## src/rtl/ovl_fire_collector.sv

```systemverilog
`timescale 1ns/1ps
`default_nettype none
// ============================================================================
// Module      : ovl_fire_collector
// Description : Samples OVL checker fire/xfire outputs, keeps per-checker
//               saturating fire counters and logs timestamped fire events
//               into a small first-word-fall-through FIFO.
// Revision    : 1.0 - initial release
// ============================================================================
module ovl_fire_collector #(
    parameter int NUM_CHK = 4,
    parameter int CNT_W   = 8,
    parameter int TS_W    = 16,
    parameter int DEPTH   = 8
) (
    input  logic                clock,
    input  logic                reset,
    input  logic                enable,
    input  logic                clear,
    input  logic [NUM_CHK-1:0]  fire,
    input  logic [NUM_CHK-1:0]  xfire,
    output logic                rd_valid,
    input  logic                rd_ready,
    output logic [3:0]          rd_id,
    output logic [1:0]          rd_kind,
    output logic [TS_W-1:0]     rd_ts,
    input  logic [3:0]          cnt_sel,
    output logic [CNT_W-1:0]    cnt_out,
    output logic                any_fire,
    output logic                overflow
);

    localparam int AW = $clog2(DEPTH);
    localparam int CW = $clog2(DEPTH + 1);
    localparam int EW = 4 + 2 + TS_W;

    // Free-running timestamp
    logic [TS_W-1:0]    r_ts;

    // Per-checker pending slots and counters
    logic [NUM_CHK-1:0] r_pv;
    logic [1:0]         r_pkind [NUM_CHK];
    logic [TS_W-1:0]    r_pts   [NUM_CHK];
    logic [CNT_W-1:0]   r_cnt   [NUM_CHK];

    // Event FIFO storage and bookkeeping
    logic [EW-1:0]      r_mem [DEPTH];
    logic [AW-1:0]      r_wp;
    logic [AW-1:0]      r_rp;
    logic [CW-1:0]      r_count;

    logic [NUM_CHK-1:0] w_hit;
    logic [1:0]         w_kind [NUM_CHK];
    logic               w_sel_v;
    logic [3:0]         w_sel;
    logic [EW-1:0]      w_pdata;
    logic [NUM_CHK-1:0] w_drain;
    logic               w_pop;
    logic               w_full;
    logic               w_push;
    logic [CW-1:0]      w_cnt_after_pop;
    logic [CW-1:0]      w_count_nxt;
    logic [AW-1:0]      w_rp_nxt;
    logic [EW-1:0]      w_head;

    // Qualify inputs: only a clean 1 counts, X/Z is treated as no fire
    always_comb begin
        for (int i = 0; i < NUM_CHK; i++) begin
            w_kind[i] = {(xfire[i] === 1'b1), (fire[i] === 1'b1)};
            w_hit[i]  = enable & (|w_kind[i]);
        end
    end

    // Pick the lowest-index pending slot as the drain candidate
    always_comb begin
        w_sel_v = 1'b0;
        w_sel   = '0;
        w_pdata = '0;
        for (int i = NUM_CHK - 1; i >= 0; i--) begin
            if (r_pv[i]) begin
                w_sel_v = 1'b1;
                w_sel   = 4'(i);
                w_pdata = {4'(i), r_pkind[i], r_pts[i]};
            end
        end
    end

    // FIFO push/pop decisions and the next head entry for the output registers
    always_comb begin
        w_pop           = rd_valid & rd_ready;
        w_full          = (r_count == CW'(DEPTH));
        w_push          = w_sel_v & (~w_full | w_pop);
        w_cnt_after_pop = r_count - CW'(w_pop);
        w_count_nxt     = w_cnt_after_pop + CW'(w_push);
        w_rp_nxt        = r_rp + AW'(w_pop);
        if (w_count_nxt == '0)
            w_head = '0;
        else if (w_cnt_after_pop == '0)
            w_head = w_pdata;           // entry arrives into an empty FIFO
        else
            w_head = r_mem[w_rp_nxt];
        for (int i = 0; i < NUM_CHK; i++)
            w_drain[i] = w_push & (w_sel == 4'(i));
    end

    // Counter readback mux; out-of-range selects read as zero
    always_comb begin
        cnt_out = '0;
        for (int i = 0; i < NUM_CHK; i++)
            if (cnt_sel == 4'(i))
                cnt_out = r_cnt[i];
    end

    // FIFO storage write (no reset needed, guarded by the pointers)
    always_ff @(posedge clock) begin
        if (w_push)
            r_mem[r_wp] <= w_pdata;
    end

    // FIFO pointers, occupancy and registered head outputs
    always_ff @(posedge clock) begin
        if (reset || clear) begin
            r_wp     <= '0;
            r_rp     <= '0;
            r_count  <= '0;
            rd_valid <= 1'b0;
            rd_id    <= '0;
            rd_kind  <= '0;
            rd_ts    <= '0;
        end else begin
            if (w_push)
                r_wp <= r_wp + AW'(1);
            r_rp                   <= w_rp_nxt;
            r_count                <= w_count_nxt;
            rd_valid               <= (w_count_nxt != '0);
            {rd_id, rd_kind, rd_ts} <= w_head;
        end
    end

    // Timestamp, pending slots, counters and sticky flags
    always_ff @(posedge clock) begin
        if (reset || clear) begin
            r_ts     <= '0;
            r_pv     <= '0;
            any_fire <= 1'b0;
            overflow <= 1'b0;
            for (int i = 0; i < NUM_CHK; i++) begin
                r_pkind[i] <= '0;
                r_pts[i]   <= '0;
                r_cnt[i]   <= '0;
            end
        end else begin
            if (enable)
                r_ts <= r_ts + TS_W'(1);
            for (int i = 0; i < NUM_CHK; i++) begin
                if (w_hit[i]) begin
                    // A slot leaving this cycle reloads rather than merges
                    if (!r_pv[i] || w_drain[i]) begin
                        r_pv[i]    <= 1'b1;
                        r_pkind[i] <= w_kind[i];
                        r_pts[i]   <= r_ts;
                    end else begin
                        r_pkind[i] <= r_pkind[i] | w_kind[i];
                    end
                    if (r_cnt[i] != '1)
                        r_cnt[i] <= r_cnt[i] + CNT_W'(1);
                end else if (w_drain[i]) begin
                    r_pv[i] <= 1'b0;
                end
            end
            if (|w_hit)
                any_fire <= 1'b1;
            if (|(w_hit & r_pv & ~w_drain))
                overflow <= 1'b1;
        end
    end

endmodule
`default_nettype wire
```

## config.mk

```make
export PLATFORM = sky130hd
export DESIGN_NAME = ovl_fire_collector
export DESIGN_NICKNAME = d
export VERILOG_FILES = /design/src/rtl/ovl_fire_collector.sv
export SDC_FILE = /design/constraint.sdc
export NUM_CORES = 1
export LEC_CHECK = 0
export CORE_UTILIZATION = 46
export CTS_CLUSTER_DIAMETER = 80
export CTS_CLUSTER_SIZE = 20
export DETAILED_ROUTE_END_ITERATION = 8
export GPL_TIMING_DRIVEN = 0
export SYNTH_ARGS = -nofsm -noshare
export SYNTH_HDL_FRONTEND = slang
export SYNTH_SLANG_ARGS = --single-unit
```

## constraint.sdc

```tcl
create_clock -name clock -period 4.9 [get_ports clock]
set_clock_uncertainty 0.15 [all_clocks]
set_input_delay 0.98 -clock clock [delete_from_list [all_inputs] [get_ports clock]]
set_output_delay 0.98 -clock clock [all_outputs]
set_load 0.05 [all_outputs]
```

==> results.md, run 1 <==
* Final critical-path required period at 4.54 ns
* CP Data Required Time at 3.77 ns
* Total CTS buffers at 20
* Top cell family by delay on the critical path: buffers and inverters
* Max Slew Vio Count at 0
* Setup crit end kind: primary output
* Async set or reset register ratio after synthesis at 0%
* Synth unique cells at 56
* DRT Wirelength at 28100 um
* Max-slew headroom at 22.0%
* Max VDD drop at 0.000187 V
* Vias in the first global route at 7729
* ANT cells at 0
* Setup Buffers After CTS at 0
* CP bufs+invs at 2
* Core area at 28800 um2
* Kind of critical path: in2out
* Worst setup SP type: input pin
* Placed insts at 1389
* TritonCTS clock tree: done
* Post-synth EDFFs at 264
* Row Count at 62
* Worst-path cell chain: clkdlybuf4s50_1 -> nor3b_1 -> a22oi_1 -> nand2_1 -> clkdlybuf4s50_1
* Most used DFF post-synth: edfxtp_1
* Worst Path Arrival at 3.41 ns
* Crit path largest cell delay at 0.81 ns
* Die Height at 173 um
* Final period util at 92.6%
* GPL Wtd Cong at 0.762
* Max FO, Critical Path at 8
* Grt ovf at 0
* Area of the multi-input gates at 4210 um2
* Layout Utilization at 53.3%
* Largest net degree at the start of global routing at 22
* Drt drc at 0
* Layout cells sized above 1 at 15.3%
* DRT iter0 DRCs at 508
* Initial Utilization at 47.0%
* # hold bufs at CTS at 0
* Endpoints failing hold at 0
* Hpwl dp at 19600 um
* Die Wd at 173 um
* Syn-to-layout area delta at 13.5%
* DIE AREA at 30100 um2
* CTS HTree Levels at 1
* Most used cell, CP: clkdlybuf4s50_1
* Clock slew at reported path FFs at 0.08 ns
* Global router's overall resource usage at 19.3%
* Drt wl/cell at 19.7 um
* Non-filler instance count after layout at 1425
* Pre-antenna DRT Iters at 5
* Ports at 50
* Root Buffer: clkbuf_16
* Mean Syn Cell Area at 14.4 um2
* Min-delay src: any_fire
* Cells after Synth at 938
* Slew @ Worst Pin at 1.16 ns
* Initial antenna violation count at 0
* PostCTS Resize Cnt at 0
* Crit Reg-Reg Startpoint: r_pv[2]
* FMAX at 0.220 GHz
* IO Port Bufs at 46
* Register-to-Register Setup Slack at 2.04 ns
* Fillers at 2421
* YS warnings at 0
* Sequential area share after synthesis at 66.5%
* Vias/cell at 5.32
* CP Launch Point: cnt_sel[1]
* Worst path slowest cell: clkdlybuf4s50_1
* Worst skew pair latency at 0.52 ns
* Seq. cell area at 8990 um2
* Layout Nets at 1056
* Synthesized area at 13500 um2
* Post-DRT Antenna Nets at 0
* Final Total Pwr at 5230 uW
* Status: completed
* Pwr per Cell Area at 341 nW/um2
* Max-Cap Viols at 0
* Lkg Pwr at 0.00534 uW
* Hold crit path type: reg2reg
* Setup violations, final at 0
* RSZ-0062 raised after global routing: no
* Register bit total from synthesis at 317
* First-pass GRT wire length at 44800 um
* Via count at 7575
* Sinks on Clock Net at 317
* Max clock buf depth at 3
cells in the mapped netlist (all sizes together) (8+ instances only):
cell / n / area, um2
inv: 31 / 116
mux4: 40 / 901
a22o: 18 / 158
a22oi: 8 / 60.1
buf: 33 / 204
and2: 74 / 464
nand2: 53 / 199
nand3: 16 / 80.1
dfxtp: 53 / 1060
edfxtp: 264 / 7930
a21oi: 48 / 270
nor2: 81 / 324
a221o: 18 / 180
and3: 12 / 75.1
xnor2: 16 / 140
mux2i: 22 / 220
mux2: 10 / 113
xor2: 28 / 253
o21ai: 18 / 101
ha: 12 / 150
or2: 25 / 156
clkbuf: 17 / 63.8
tightest hold or removal path, stage by stage, from the launching register on:
cell and delay (ns):
dfxtp_1 0.32, nor2_1 0.10, nor2_1 0.04
layout make-up:
cell class                 instances  area share [%]
buffer                            50            1.74
tap                              384            3.13
clock inverter                     2           0.163
sequential                       317            58.6
multi-input combinational        541            27.4
inverter                          31           0.758
clock buffer                      34            3.74
timing repair buffer              66            4.44
state kept, by name (all words and copies together), names as in the netlist, 2 cells and up:
| name | flops |
|---|---|
| rd_id | 2 |
| r_cnt | 32 |
| r_pv | 4 |
| r_pkind | 8 |
| r_mem | 160 |
| r_rp | 3 |
| r_wp | 3 |
| r_ts | 16 |
| rd_ts | 16 |
| r_count | 4 |
| r_pts | 64 |
| rd_kind | 2 |
cells by family after synthesis:
family / after synthesis / share of synthesized area (%)
xor+xnor: 44 / 2.90
mux: 72 / 9.12
compound gates: 119 / 6.23
simple gates: 292 / 11.3
buf+inv: 81 / 2.84
fa+ha+maj: 12 / 1.11
flops: 317 / 66.5
other cells: 1 / 0.0277
cell usage in the layout, fill, tap and decap left out, types with 20 or more instances in the layout:
cell / synthesis / routed
nor2_1: 77 / 76
and2_1: 73 / 73
mux2i_1: 22 / 22
dfxtp_1: 53 / 53
edfxtp_1: 264 / 264
clkdlybuf4s50_1: 0 / 46
clkbuf_16: 0 / 21
a21oi_1: 40 / 40
nand2_1: 53 / 53
clkbuf_1: 17 / 30
inv_1: 31 / 31
xor2_1: 27 / 27
mux4_2: 40 / 40
buf_4: 11 / 20
power by group:
part | internal (uW) | total, uW | leakage, uW | switching (uW)
clock | 816 | 1720 | 0.000286 | 899
combinational | 167 | 474 | 0.00190 | 306
sequential | 2990 | 3040 | 0.00316 | 41.5
routing by layer:
layer,GRT usage (%),share of wire [%],up-vias
met2,31.8,48,145
met3,2.48,4.1,29
li1,-,-,3634
met4,3.87,1.5,0
met5,0,0,-
met1,27.4,46,3767
metrics by stage:
step,TNS (ns),cell area [um2],hold slack [ns],setup slack (ns)
after floorplan,0,13500,0.341,0.727
after global placement,-201.71,14500,0.317,-2.21
after detailed placement,0,14700,0.338,0.390
after CTS,0,15300,0.355,0.384
after global routing,0,15300,0.378,0.284
final,0,15300,0.347,0.362
final timing paths:
path,endpoint,cells after the start
max,cnt_out[6],5
min reg2reg,any_fire,2
min,any_fire,2
max reg2reg,rd_kind[1],8
Note: power is estimated with default switching activity, not from simulation.
==> inputs of run 2 (changes only) <==
--- a/config.mk
+++ b/config.mk
@@ -9,6 +9,7 @@
 export CTS_CLUSTER_DIAMETER = 80
 export CTS_CLUSTER_SIZE = 20
 export DETAILED_ROUTE_END_ITERATION = 8
+export GPL_ROUTABILITY_DRIVEN = 0
 export GPL_TIMING_DRIVEN = 0
 export SYNTH_ARGS = -nofsm -noshare
 export SYNTH_HDL_FRONTEND = slang
==> results of run 2 <==
No change in the layout: final DEF, timing and power equal those of run 1.
==> inputs of run 3 (changes only) <==
--- a/config.mk
+++ b/config.mk
@@ -11,6 +11,7 @@
 export DETAILED_ROUTE_END_ITERATION = 8
 export GPL_ROUTABILITY_DRIVEN = 0
 export GPL_TIMING_DRIVEN = 0
+export HOLD_SLACK_MARGIN = 0.03
 export SYNTH_ARGS = -nofsm -noshare
 export SYNTH_HDL_FRONTEND = slang
 export SYNTH_SLANG_ARGS = --single-unit
==> constraint.sdc (replaced) <==
create_clock -name clock -period 5.75 [get_ports clock]
set_clock_uncertainty 0.15 [all_clocks]
set_input_delay 1.15 -clock clock [delete_from_list [all_inputs] [get_ports clock]]
set_output_delay 1.15 -clock clock [all_outputs]
set_load 0.05 [all_outputs]
==> results of run 3 <==
The final DEF is identical to that of run 1. Status: completed.
Main changes from that run: setup slack after placement 0.390 ns -> 0.900 ns; setup slack after layout 0.362 ns -> 0.872 ns; register-to-register setup slack 2.04 ns -> 2.89 ns; total power 5230 uW -> 4450 uW; worst IR drop on VDD 0.000187 V -> 0.000160 V
==> RTL change (settings of run 1) <==
Change the parameter `TS_W` from 16 to 20.
--- a/src/rtl/ovl_fire_collector.sv
+++ b/src/rtl/ovl_fire_collector.sv
@@ -11,5 +11,5 @@
     parameter int NUM_CHK = 4,
     parameter int CNT_W   = 8,
-    parameter int TS_W    = 16,
+    parameter int TS_W    = 20,
     parameter int DEPTH   = 8
 ) (
Ports: changed (resized rd_ts); port bits go from 50 to 54. The function was not compared with the original's and may differ.
==> RTL change against run 1 <==
Wire length increased by 17%. Worst setup slack improved by 87 ps. Design area increased by 17%. Sequential cell count increased by 56. Sequential power increased by 17%. Via count increased by 16%. Synthesized area increased by 17%. Largest cell class unchanged. Highest routed layer unchanged. Total power increased by 18%.
==> RTL change: results (changes against run 1) <==
* Wire length of the first global-routing pass at 51700 um (+15%)
* Nets at 1203 (+14%)
* EDFF count, synth at 312 (+18%)
* Cell leakage power at 0.00613 uW (+15%)
* CP arrival at 3320 ps (-90 ps)
* Synth Area per Inst at 14.6 um2 (+1.5%)
* Distinct cells, synth at 57 (+1.8%)
* Commonest cells in the netlist: 312 x sky130_fd_sc_hd__edfxtp_1, 83 x sky130_fd_sc_hd__nor2_1, 78 x sky130_fd_sc_hd__nand2_1
* Post-CTS setup-driven buffer insertion count at 0 (unchanged)
* Maximum number of pins on one net before global-route repair at 25 (+14%)
* Number of levels the H-tree was split into at 1 (unchanged)
* Adder and majority gate portion of the synthesized area at 0.00952 (-0.00158)
* GRT Total Usage at 0.192 (-0.00104)
* Via count of the first global-routing pass at 8749 (+13%)
* First-pass detailed-route iteration total at 4 (-1)
* Register-to-register path setup slack at 2010 ps (-30 ps)
* Final WL at 32900 um (+17%)
* Global Route met1 Usage at 0.278 (+0.00423)
* Fraction of final layout cells with drive strength greater than 1 at 0.179 (+0.0263)
* Top post-synthesis cells by area: sky130_fd_sc_hd__edfxtp_1 59%, sky130_fd_sc_hd__dfxtp_1 7.7%, sky130_fd_sc_hd__mux4_2 6.9%, sky130_fd_sc_hd__and2_1 3.1%, sky130_fd_sc_hd__mux2_2 2.0%
* Drt first-iter violations at 711 (+40%)
* VDD IR-drop max at 0.244 mV (+30%)
* IO buf count at 50 (+8.7%)
* Startpoint of the worst register-to-register path: rd_valid$_SDFF_PP0_
* Detail Placement HPWL at 22700 um (+16%)
* Compound-gate portion of the synthesized area at 0.0660 (+0.00365)
* Status: complete, no violations
* Number of antenna violations at the first check in global routing at 0 (unchanged)
* Routed wire per std cell at 20.1 um (+1.9%)
* Xor and xnor area share after synthesis at 0.0267 (-0.00239)
* Root buffer cell: sky130_fd_sc_hd__clkbuf_16
* Count of antenna diodes in the layout at 0 (unchanged)
* Final weighted congestion in routability-driven placement at 0.770 (+1.1%)
* Total CTS buffers at 23 (+15%)
* Portion of the post-synthesis area used by sequential elements at 0.671 (+0.00686)
* Mux share of post-synthesis cell area at 0.0917 (+0.000491)
* Overall via count from detail_route at 8770 (+16%)
* Global routing usage on met2 at 0.313 (-0.00517)
* Top Registers: r_mem x192, r_pts x80, r_cnt x32
* Latest clock arrival within the worst-skew pair at 550 ps (+30 ps)
* Number of placed instances, taps included at 1597 (+15%)
* Met3 track utilization from global routing at 0.0244 (-0.000390)
* Slew at the pin with the worst max-slew slack at 1140 ps (-18.1 ps)
* Worst r2r path cells at 7 (-1)
* Critical register-to-register path endpoint: r_mem[0][9]$_DFFE_PP_
RTL change: cell types whose count changed in the layout (fill, tap and decap cells not counted), moves of 9 or more:
cell,before,now
sky130_fd_sc_hd__mux2i_1,22,5
sky130_fd_sc_hd__edfxtp_1,264,312
sky130_fd_sc_hd__a21oi_1,40,31
sky130_fd_sc_hd__nor3_1,3,16
sky130_fd_sc_hd__buf_4,20,9
sky130_fd_sc_hd__a21oi_2,8,19
sky130_fd_sc_hd__mux2_2,10,28
sky130_fd_sc_hd__or2_1,9,0
sky130_fd_sc_hd__nand2_1,53,78
sky130_fd_sc_hd__or2_0,11,2
RTL change: metal layers:
layer	up-vias	wire length, um
met3	25	1450
met5	-	0
met1	4357	15400
met4	0	422
li1	4214	-
met2	174	15700
RTL change: how the worst max path moves through the flow:
stage | to | cells after the start
floorplan | r_mem[0][0]$_DFFE_PP_ | 5
global placement | r_mem[0][8]$_DFFE_PP_ | 6
detailed placement | cnt_out[0] | 5
CTS | cnt_out[0] | 5
global route | cnt_out[6] | 5
finish | cnt_out[0] | 5
RTL change: cell families (layout without fill, tap and decap cells):
logic type	Yosys count	in the layout
AO/OA/AOI/OAI	138	138
XOR/XNOR	48	48
adder cells (fa/ha/maj)	12	12
buffers and inverters	94	205
flip-flops	373	373
multiplexers	81	81
other	1	2
AND/OR/NAND/NOR	331	331
RTL change: through the flow:
step	setup WS [ps]	hold slack, ps	setup TNS (ps)	total power, uW	instance area [um2]
floorplan	372	334	0	4020	15800
global placement	-2960	327	-269140	4230	16800
detailed placement	469	324	0	4240	17200
CTS	456	361	0	6240	17900
global route	265	379	0	6410	17900
finish	449	362	0	6190	17900
RTL change: cell type report:
cell class | instances | area [um2]
Timing Repair Buffer | 70 | 773
Multi-Input combinational cell | 612 | 4810
Clock buffer | 38 | 673
Buffer | 57 | 302
Fill cell | 2761 | 15700
Sequential cell | 373 | 10600
Clock inverter | 3 | 45.0
Inverter | 37 | 139
Tap cell | 448 | 561
RTL change: power by group:
group | total [uW] | switching (uW) | internal (uW)
registers | 3570 | 44.4 | 3530
clock network | 2020 | 1060 | 961
logic | 592 | 389 | 203
total | 6190 | 1490 | 4690
RTL change: critical path, stage by stage:
cell and delay [ps]:
sky130_fd_sc_hd__clkdlybuf4s50_1 520, sky130_fd_sc_hd__nor3b_1 690, sky130_fd_sc_hd__a22oi_1 210, sky130_fd_sc_hd__nand2_1 110, sky130_fd_sc_hd__clkdlybuf4s50_1 800
